$ cat config.mk
export PLATFORM = sky130hd
export DESIGN_NAME = led_counter_ctrl
export DESIGN_NICKNAME = d
export VERILOG_FILES = /design/src/rtl/led_counter_ctrl.sv
export SDC_FILE = /design/constraint.sdc
export NUM_CORES = 1
export LEC_CHECK = 0
export CAP_MARGIN = 20
export CELL_PAD_IN_SITES_DETAIL_PLACEMENT = 0
export CELL_PAD_IN_SITES_GLOBAL_PLACEMENT = 1
export CORE_MARGIN = 3
export CORE_UTILIZATION = 49
export CTS_CLUSTER_DIAMETER = 30
export CTS_CLUSTER_SIZE = 24
export DETAILED_ROUTE_END_ITERATION = 8
export PLACE_DENSITY = 0.78
export SLEW_MARGIN = 25
export SYNTH_ARGS = -nofsm -noshare
export SYNTH_HDL_FRONTEND = slang
export SYNTH_SLANG_ARGS = --single-unit
$ cat constraint.sdc
create_clock -name clk -period 5 [get_ports clk]
set_input_delay 0.75 -clock clk [delete_from_list [all_inputs] [get_ports clk]]
set_output_delay 0.75 -clock clk [all_outputs]
set_load 0.005 [all_outputs]
$ cat src/rtl/led_counter_ctrl.sv
// Run/pause/step/clear controller for the 8-bit LED counter.
// Four raw buttons are synchronised and debounced, then drive an up/down counter through a prescaler.
module led_counter_ctrl #(
   parameter int unsigned DIV        = 65536,
   parameter int unsigned DEB_CYCLES = 250000
) (
   input  logic       clk,
   input  logic       reset,
   input  logic       btn_run,
   input  logic       btn_step,
   input  logic       btn_dir,
   input  logic       btn_clr,
   output logic [7:0] led,
   output logic [1:0] state,
   output logic       dir_down
);

   localparam int unsigned PW = $clog2(DIV);
   localparam int unsigned CW = $clog2(DEB_CYCLES);
   localparam logic [PW-1:0] PRESC_MAX = PW'(DIV - 1);
   localparam logic [CW-1:0] DEB_MAX   = CW'(DEB_CYCLES - 1);

   localparam int unsigned BRun  = 0;
   localparam int unsigned BStep = 1;
   localparam int unsigned BDir  = 2;
   localparam int unsigned BClr  = 3;

   typedef enum logic [1:0] {
      StIdle   = 2'b00,
      StRun    = 2'b01,
      StPaused = 2'b10
   } state_e;

   logic [3:0]    raw;
   logic [3:0]    sync1_q;
   logic [3:0]    sync2_q;
   logic [3:0]    level_q;
   logic [3:0]    prev_q;
   logic [3:0]    press;
   logic [CW-1:0] deb_cnt_q [4];

   state_e        state_q;
   logic [7:0]    led_q;
   logic          dir_q;
   logic [PW-1:0] presc_q;
   logic          tick;
   logic [7:0]    led_move;

   assign raw = {btn_clr, btn_dir, btn_step, btn_run};

   // Level flips only after DEB_CYCLES consecutive cycles of disagreement.
   always_ff @(posedge clk or posedge reset) begin
      if (reset) begin
         sync1_q <= '0;
         sync2_q <= '0;
         level_q <= '0;
         prev_q  <= '0;
         for (int i = 0; i < 4; i++) begin
            deb_cnt_q[i] <= '0;
         end
      end else begin
         sync1_q <= raw;
         sync2_q <= sync1_q;
         prev_q  <= level_q;
         for (int i = 0; i < 4; i++) begin
            if (sync2_q[i] == level_q[i]) begin
               deb_cnt_q[i] <= '0;
            end else if (deb_cnt_q[i] == DEB_MAX) begin
               deb_cnt_q[i] <= '0;
               level_q[i]   <= sync2_q[i];
            end else begin
               deb_cnt_q[i] <= deb_cnt_q[i] + 1'b1;
            end
         end
      end
   end

   assign press    = level_q & ~prev_q;
   assign tick     = (state_q == StRun) && (presc_q == PRESC_MAX);
   // Moves always use the direction held before any same-cycle dir toggle.
   assign led_move = dir_q ? (led_q - 8'd1) : (led_q + 8'd1);

   always_ff @(posedge clk or posedge reset) begin
      if (reset) begin
         state_q <= StIdle;
         led_q   <= '0;
         dir_q   <= 1'b0;
         presc_q <= '0;
      end else if (press[BClr]) begin
         state_q <= StIdle;
         led_q   <= '0;
         presc_q <= '0;
      end else begin
         if (press[BDir]) begin
            dir_q <= ~dir_q;
         end
         case (state_q)
            StIdle: begin
               presc_q <= '0;
               if (press[BRun]) begin
                  state_q <= StRun;
               end else if (press[BStep]) begin
                  led_q <= led_move;
               end
            end
            StRun: begin
               presc_q <= tick ? '0 : presc_q + 1'b1;
               if (tick) begin
                  led_q <= led_move;
               end
               if (press[BRun]) begin
                  state_q <= StPaused;
               end
            end
            StPaused: begin
               // Prescaler holds so the tick phase survives the pause.
               if (press[BRun]) begin
                  state_q <= StRun;
               end else if (press[BStep]) begin
                  led_q <= led_move;
               end
            end
            default: begin
               state_q <= StIdle;
               presc_q <= '0;
            end
         endcase
      end
   end

   assign led      = led_q;
   assign state    = state_q;
   assign dir_down = dir_q;

endmodule

==> results.tsv, run 1 <==
metric	value	unit
fin_worst_hold_slack	0.346	ns
synthesis.area_per_instance	9.89	µm²
synthMostInstantiatedCell	sky130_fd_sc_hd__dfrtp_1	
dr_total_vias	4028	
max_cap_viol_count	0	
routedWlPerCell	14.3	µm
power_per_cell_area	337	mW/mm²
whs_path_depth	0	
post_synth_most_frequent_cells	115 x sky130_fd_sc_hd__dfrtp_1, 104 x sky130_fd_sc_hd__nor2_1, 45 x sky130_fd_sc_hd__xnor2_1, 40 x sky130_fd_sc_hd__nand2_1	
root_buffer	sky130_fd_sc_hd__clkbuf_16	
place_hpwl	7090	µm
wl	10700	µm
post-layout-total-power	2.20	mW
synth_cell_type_count	53	
status	complete, no violations	
initial_antenna_violation_count	0	
timing.final.setup_violations	0	
synth_sequential_area_ratio	0.507	
cts_setup_buffers	0	
die-width	114	µm
timing.critical_path.fanout_max	10	
slew_violations	0	
die_height	114	µm
net_count_of_the_mapped_netlist	592	
leakagePower	2.79	nW
setup_slack	2.67	ns
critical_path.n_buffers_inverters	1	
worst_slew_pin_slew	0.816	ns
final_cell_count_no_fill	749	
clock-skew-final	0.0115	ns
setup.worst_path.class	register to output pin	
tritoncts.num_buffers	17	
dr.first_iter.drc_count	254	
layout_min_cycle_time	2.33	ns
ff_latch_area	0.00288	mm²
critical-path-max-stage-delay	0.58	ns
synth_cells	574	
dp_worst_setup_slack	2.77	ns
antenna_violating_nets_post_route	0	
finalCoreUtilization	0.589	
timing.critical_path.slowest_stage_cell	sky130_fd_sc_hd__dfrtp_1	
vdd_drop_max	499	µV
grt_start_max_net_pins	89	
post-route-drc-count	0	
effective_utilization_at_floorplan	0.513	
regToRegEndpoint	presc_q[13]	
hold_viol	0	
fp.dieArea	0.0129	mm²
ctsResizeCount	0	
ff2ff_path_depth	5	
gp_congestion	0.823	
ctsHtreeMaxLevel	4	
worst_reg2reg_startpoint	level_q[3]	
clock_tree.buffer_depth	2	
buffer_ports.inserted	16	
insertion_delay	0.42	ns
fillers	956	
number_of_buffers_added_to_fix_hold_violations_after_cts	0	
synthToLayoutAreaGrowth	15.0	%
grt-ovfl-total	0	
first_pass_iters	4	
synth_enable_flop_cells	0	
max_freq	429	MHz
cell_family_with_the_largest_share_of_critical_path_delay	flip-flops	
cp_cell_sequence	clkdlybuf4s50_1	
worstSetupStartpointType	register	
rsz0062_at_grt	false	
total_number_of_clock_tree_sinks	115	
global_route_wire_length_before_repair	19000	µm
top_level_ports	17	
path_clk_slew	0.06	ns
synth.area.top_cells	sky130_fd_sc_hd__dfrtp_1 51%, sky130_fd_sc_hd__xnor2_1 6.9%, sky130_fd_sc_hd__nor2_1 6.9%	
post_route_cells_drive_above_1_share	0.0887	
multi_input_comb_area	0.00264	mm²
rrSetupSlack	2.77	ns
rows	38	
design_area	0.00653	mm²
floorplan.core_area	0.0111	mm²
maxSlewHeadroom	0.455	
cp_data_arrival_time	1.58	ns
fin_crit_sh	0.466	
worst_hold_path_type	register to register	
ys_warn_count	0	
post_dp_cell_area	0.00594	mm²
sort_of_element_at_the_end_of_the_critical_path	output pin	
synth_async_sr_flop_share	1.00	
synthDominantAreaCellType	sky130_fd_sc_hd__dfrtp_1	
worst_path_required	4.25	ns
overall_track_demand_over_capacity_in_global_routing	0.183	
timing.hold.worst_endpoint	sync2_q[3]	
synth.top_cell.area_share	0.507	
worstHoldStart	sync1_q[3]	
antenna_cells	0	
synth-main-ff-cell	sky130_fd_sc_hd__dfrtp_1	
synth_area	0.00568	mm²
postSynthRegisterBits	115	
final.setup.tns	0	ns
vias_per_cell	5.38	
layout.nets	614	
tritoncts_clock_tree	yes	
place_inst	717	
vias_in_the_first_global_route	4032	
how the worst max path moves through the flow:
stage                     from            end  slack [ns]  depth (start not counted)
floorplan                reset   deb_cnt_q[0]        1.21                          1
global placement         reset  deb_cnt_q[33]        2.57                          3
detailed placement       reset  deb_cnt_q[34]        2.77                          3
CTS                   dir_down       dir_down        2.65                          1
global route        level_q[3]    presc_q[13]        2.51                          5
finish                dir_down       dir_down        2.67                          1
where the power goes:
| part | leakage (nW) | internal (mW) | switching, mW |
|---|---|---|---|
| combinational | 0.925 | 0.0131 | 0.0341 |
| sequential | 1.58 | 0.942 | 0.00831 |
| clock | 0.284 | 0.750 | 0.452 |
logic make-up after synthesis:
kind of cell    count (synthesis)  share of synthesized area
compound gates                 45                     0.0505
xor+xnor                       83                      0.128
fa+ha+maj                      12                     0.0278
buf+inv                        35                     0.0293
flops                         115                      0.507
mux                             5                    0.00991
simple gates                  279                      0.248
flip-flops by register name (all words and copies together), names as in the netlist:
register   count
dir_down       1
deb_cnt_q     72
presc_q       16
prev_q         4
sync1_q        4
state          2
level_q        4
sync2_q        4
led            8
final cells by class:
| class | count | share of cell area |
|---|---|---|
| Inverter | 21 | 0.0128 |
| Multi-Input combinational cell | 424 | 0.404 |
| Clock inverter | 14 | 0.0230 |
| Timing Repair Buffer | 17 | 0.0257 |
| Clock buffer | 18 | 0.0673 |
| Tap cell | 140 | 0.0268 |
| Sequential cell | 115 | 0.441 |
per-layer routing:
metal / vias up / track usage / part of all wire
met2: 52 / 0.279 / 0.46
met1: 1961 / 0.245 / 0.49
met5: - / 0 / 0
li1: 2001 / - / -
met3: 14 / 0.0493 / 0.032
met4: 0 / 0.0793 / 0.016
layout by cell type (no fill, tap or decap), drive strengths merged, types with 7 or more instances in the layout:
cell type        n
o21ai           13
inv             25
clkdlybuf4s50   16
nand2           40
nor3            20
nand3           39
nand4           16
ha              11
xnor2           45
nor2           106
dfrtp          115
clkbuf          18
nor4            17
a21oi           13
nor2b            7
xor2            38
and3            11
worst register-to-register path: cells and delay by family, from the launching register on:
| family | cells | cell delay, ns |
|---|---|---|
| AND/OR/NAND/NOR | 4 | 1.52 |
| flip-flops | 1 | 0.41 |
| XOR/XNOR | 1 | 0.17 |
Power figures use the tool's default switching activity.
==> inputs of run 2 (changes only) <==
--- a/config.mk
+++ b/config.mk
@@ -9,11 +9,11 @@
 export CELL_PAD_IN_SITES_DETAIL_PLACEMENT = 0
 export CELL_PAD_IN_SITES_GLOBAL_PLACEMENT = 1
 export CORE_MARGIN = 3
-export CORE_UTILIZATION = 49
+export CORE_UTILIZATION = 44
 export CTS_CLUSTER_DIAMETER = 30
 export CTS_CLUSTER_SIZE = 24
 export DETAILED_ROUTE_END_ITERATION = 8
-export PLACE_DENSITY = 0.78
+export PLACE_DENSITY = 0.74
 export SLEW_MARGIN = 25
 export SYNTH_ARGS = -nofsm -noshare
 export SYNTH_HDL_FRONTEND = slang
==> constraint.sdc (replaced) <==
create_clock -name clk -period 1.87 [get_ports clk]
set_input_delay 0.2805 -clock clk [delete_from_list [all_inputs] [get_ports clk]]
set_output_delay 0.2805 -clock clk [all_outputs]
set_load 0.005 [all_outputs]
==> results.tsv, run 2 (synthesized netlist as in run 1, its figures left out) <==
metric	value	unit	change
vias_per_cell	5.07		-5.7%
largest_register_ff_count	72		unchanged
timing.critical_path.fanout_max	6		-4
grt-ovfl-total	0		unchanged
synthToLayoutAreaGrowth	20.7	%	
post-route-drc-count	0		unchanged
dr_total_vias	4069		+1.0%
status	complete, no violations		
slew_violations	0		unchanged
routedWlPerCell	13.5	µm	-5.5%
total_number_of_clock_tree_sinks	115		unchanged
mostFrequentLayoutCell	sky130_fd_sc_hd__dfrtp_1		
rsz0062_at_grt	true		
design_area	0.00686	mm²	+5.0%
effective_utilization_at_floorplan	0.461		-0.0514
final.setup.tns	0	ns	unchanged
clock-skew-final	0.00577	ns	-0.00576 ns
cp_data_arrival_time	2.11	ns	+0.53 ns
place_hpwl	7250	µm	+2.3%
dr.first_iter.drc_count	241		-5.1%
most-common-layout-cells	114 x sky130_fd_sc_hd__dfrtp_1, 104 x sky130_fd_sc_hd__nor2_1, 45 x sky130_fd_sc_hd__xnor2_1		
tritoncts_clock_tree	yes		
maxSlewHeadroom	0.693		+0.238
die_height	120	µm	+5.2%
buffer_ports.inserted	16		unchanged
first_pass_iters	4		unchanged
floorplan.core_area	0.0123	mm²	+11%
number_of_buffers_added_to_fix_hold_violations_after_cts	0		unchanged
vias_in_the_first_global_route	4132		+2.5%
die-width	120	µm	+5.2%
rows	40		+5.3%
whs_path_depth	1		+1
worst_hold_path_type	input port to register		
fin_crit_sh	0.978		
post_route_cells_drive_above_1_share	0.142		+0.0533
root_buffer	sky130_fd_sc_hd__clkbuf_16		
vdd_drop_max	710	µV	+42%
insertion_delay	0.40	ns	-0.02 ns
worst_slew_pin_slew	0.461	ns	-0.355 ns
gp_congestion	0.796		-3.2%
power_per_cell_area	828	mW/mm²	+150%
antenna_cells	0		unchanged
registers.top_by_ff_count	deb_cnt_q		
max_freq	547	MHz	
layout_min_cycle_time	1.83	ns	
path_clk_slew	0.05	ns	about the same
post-layout-total-power	5.68	mW	+160%
worstSetupStartpointType	register		
worst_path_required	2.15	ns	-2.10 ns
global_route_wire_length_before_repair	19300	µm	+1.5%
wl	10800	µm	+1.2%
max_cap_viol_count	0		unchanged
clock_tree.buffer_depth	2		unchanged
antenna_violating_nets_post_route	0		unchanged
sort_of_element_at_the_end_of_the_critical_path	register		
ctsHtreeMaxLevel	4		unchanged
leakagePower	2.94	nW	+5.4%
overall_track_demand_over_capacity_in_global_routing	0.164		-0.0187
top_level_ports	17		unchanged
layout.nets	640		+4.2%
timing.final.setup_violations	0		unchanged
fillers	1112		+16%
setup.worst_path.class	register to register		
grt_start_max_net_pins	64		-28%
post_dp_cell_area	0.00623	mm²	+4.9%
ff2ff_path_depth	7		+2
initial_antenna_violation_count	0		unchanged
fp.dieArea	0.0143	mm²	+11%
hold_viol	0		unchanged
tritoncts.num_buffers	17		unchanged
[run 2: final cells by class]
type,count,area [µm²],share of cell area
clock inverters,6,46.3,0.00675
repair buffers,43,427,0.0622
clock buffers,25,515,0.0752
well taps,168,210,0.0307
inverters,21,82.6,0.0120
flip-flops and latches,115,2880,0.420
multi-input cells,424,2700,0.393
[run 2: critical path: stages (launching register included)]
cell and delay, ns:
sky130_fd_sc_hd__dfrtp_2 0.46, sky130_fd_sc_hd__ha_1 0.35, sky130_fd_sc_hd__a211oi_2 0.08, sky130_fd_sc_hd__buf_4 0.14
sky130_fd_sc_hd__o211ai_1 0.19, sky130_fd_sc_hd__o41ai_2 0.11, sky130_fd_sc_hd__o32ai_1 0.28, sky130_fd_sc_hd__a21oi_1 0.10
[run 2: power by group]
group	internal [mW]	leakage (nW)	total (mW)	switching [mW]
Sequential	2.52	1.58	2.54	0.0230
Clock	1.90	0.272	2.98	1.08
Combinational	0.0560	1.09	0.152	0.0960
[run 2: repair_timing]
item,in CTS,in global routing
buffers inserted,0,1
setup endpoints to repair,3,43
pin swaps,0,5
gates resized for setup,2,12
[run 2: final timing paths]
kind,start,to,slack (ns)
setup / recovery,dir_down,led[6],0.04
hold / removal,btn_dir,sync1_q[2],0.32
setup reg to reg,dir_down,led[6],0.04
hold reg to reg,sync1_q[2],sync2_q[2],0.35
max in group asynchronous,reset,deb_cnt_q[50],1.24
min in group asynchronous,reset,deb_cnt_q[9],0.34
[run 2: stage by stage]
step | setup WS [ns] | hold WS (ns) | util | std cells
final | 0.0418 | 0.316 | 0.557 | 802
after global routing | -0.0703 | 0.298 | 0.557 | 802
after CTS | 0.0159 | 0.292 | 0.552 | 801
after detailed placement | -0.00809 | 0.343 | 0.506 | 770
after global placement | 0.0404 | 0.337 | 0.506 | 770
after floorplan | 0.0297 | 0.312 | - | 574
[run 2: per-layer routing]
| metal | global-route usage | routed length, µm | up-vias |
|---|---|---|---|
| met3 | 0.0481 | 327 | 10 |
| met4 | 0.0580 | 114 | 0 |
| met2 | 0.258 | 5050 | 46 |
| li1 | - | - | 2046 |
| met5 | 0 | 0 | - |
| met1 | 0.216 | 5310 | 1967 |
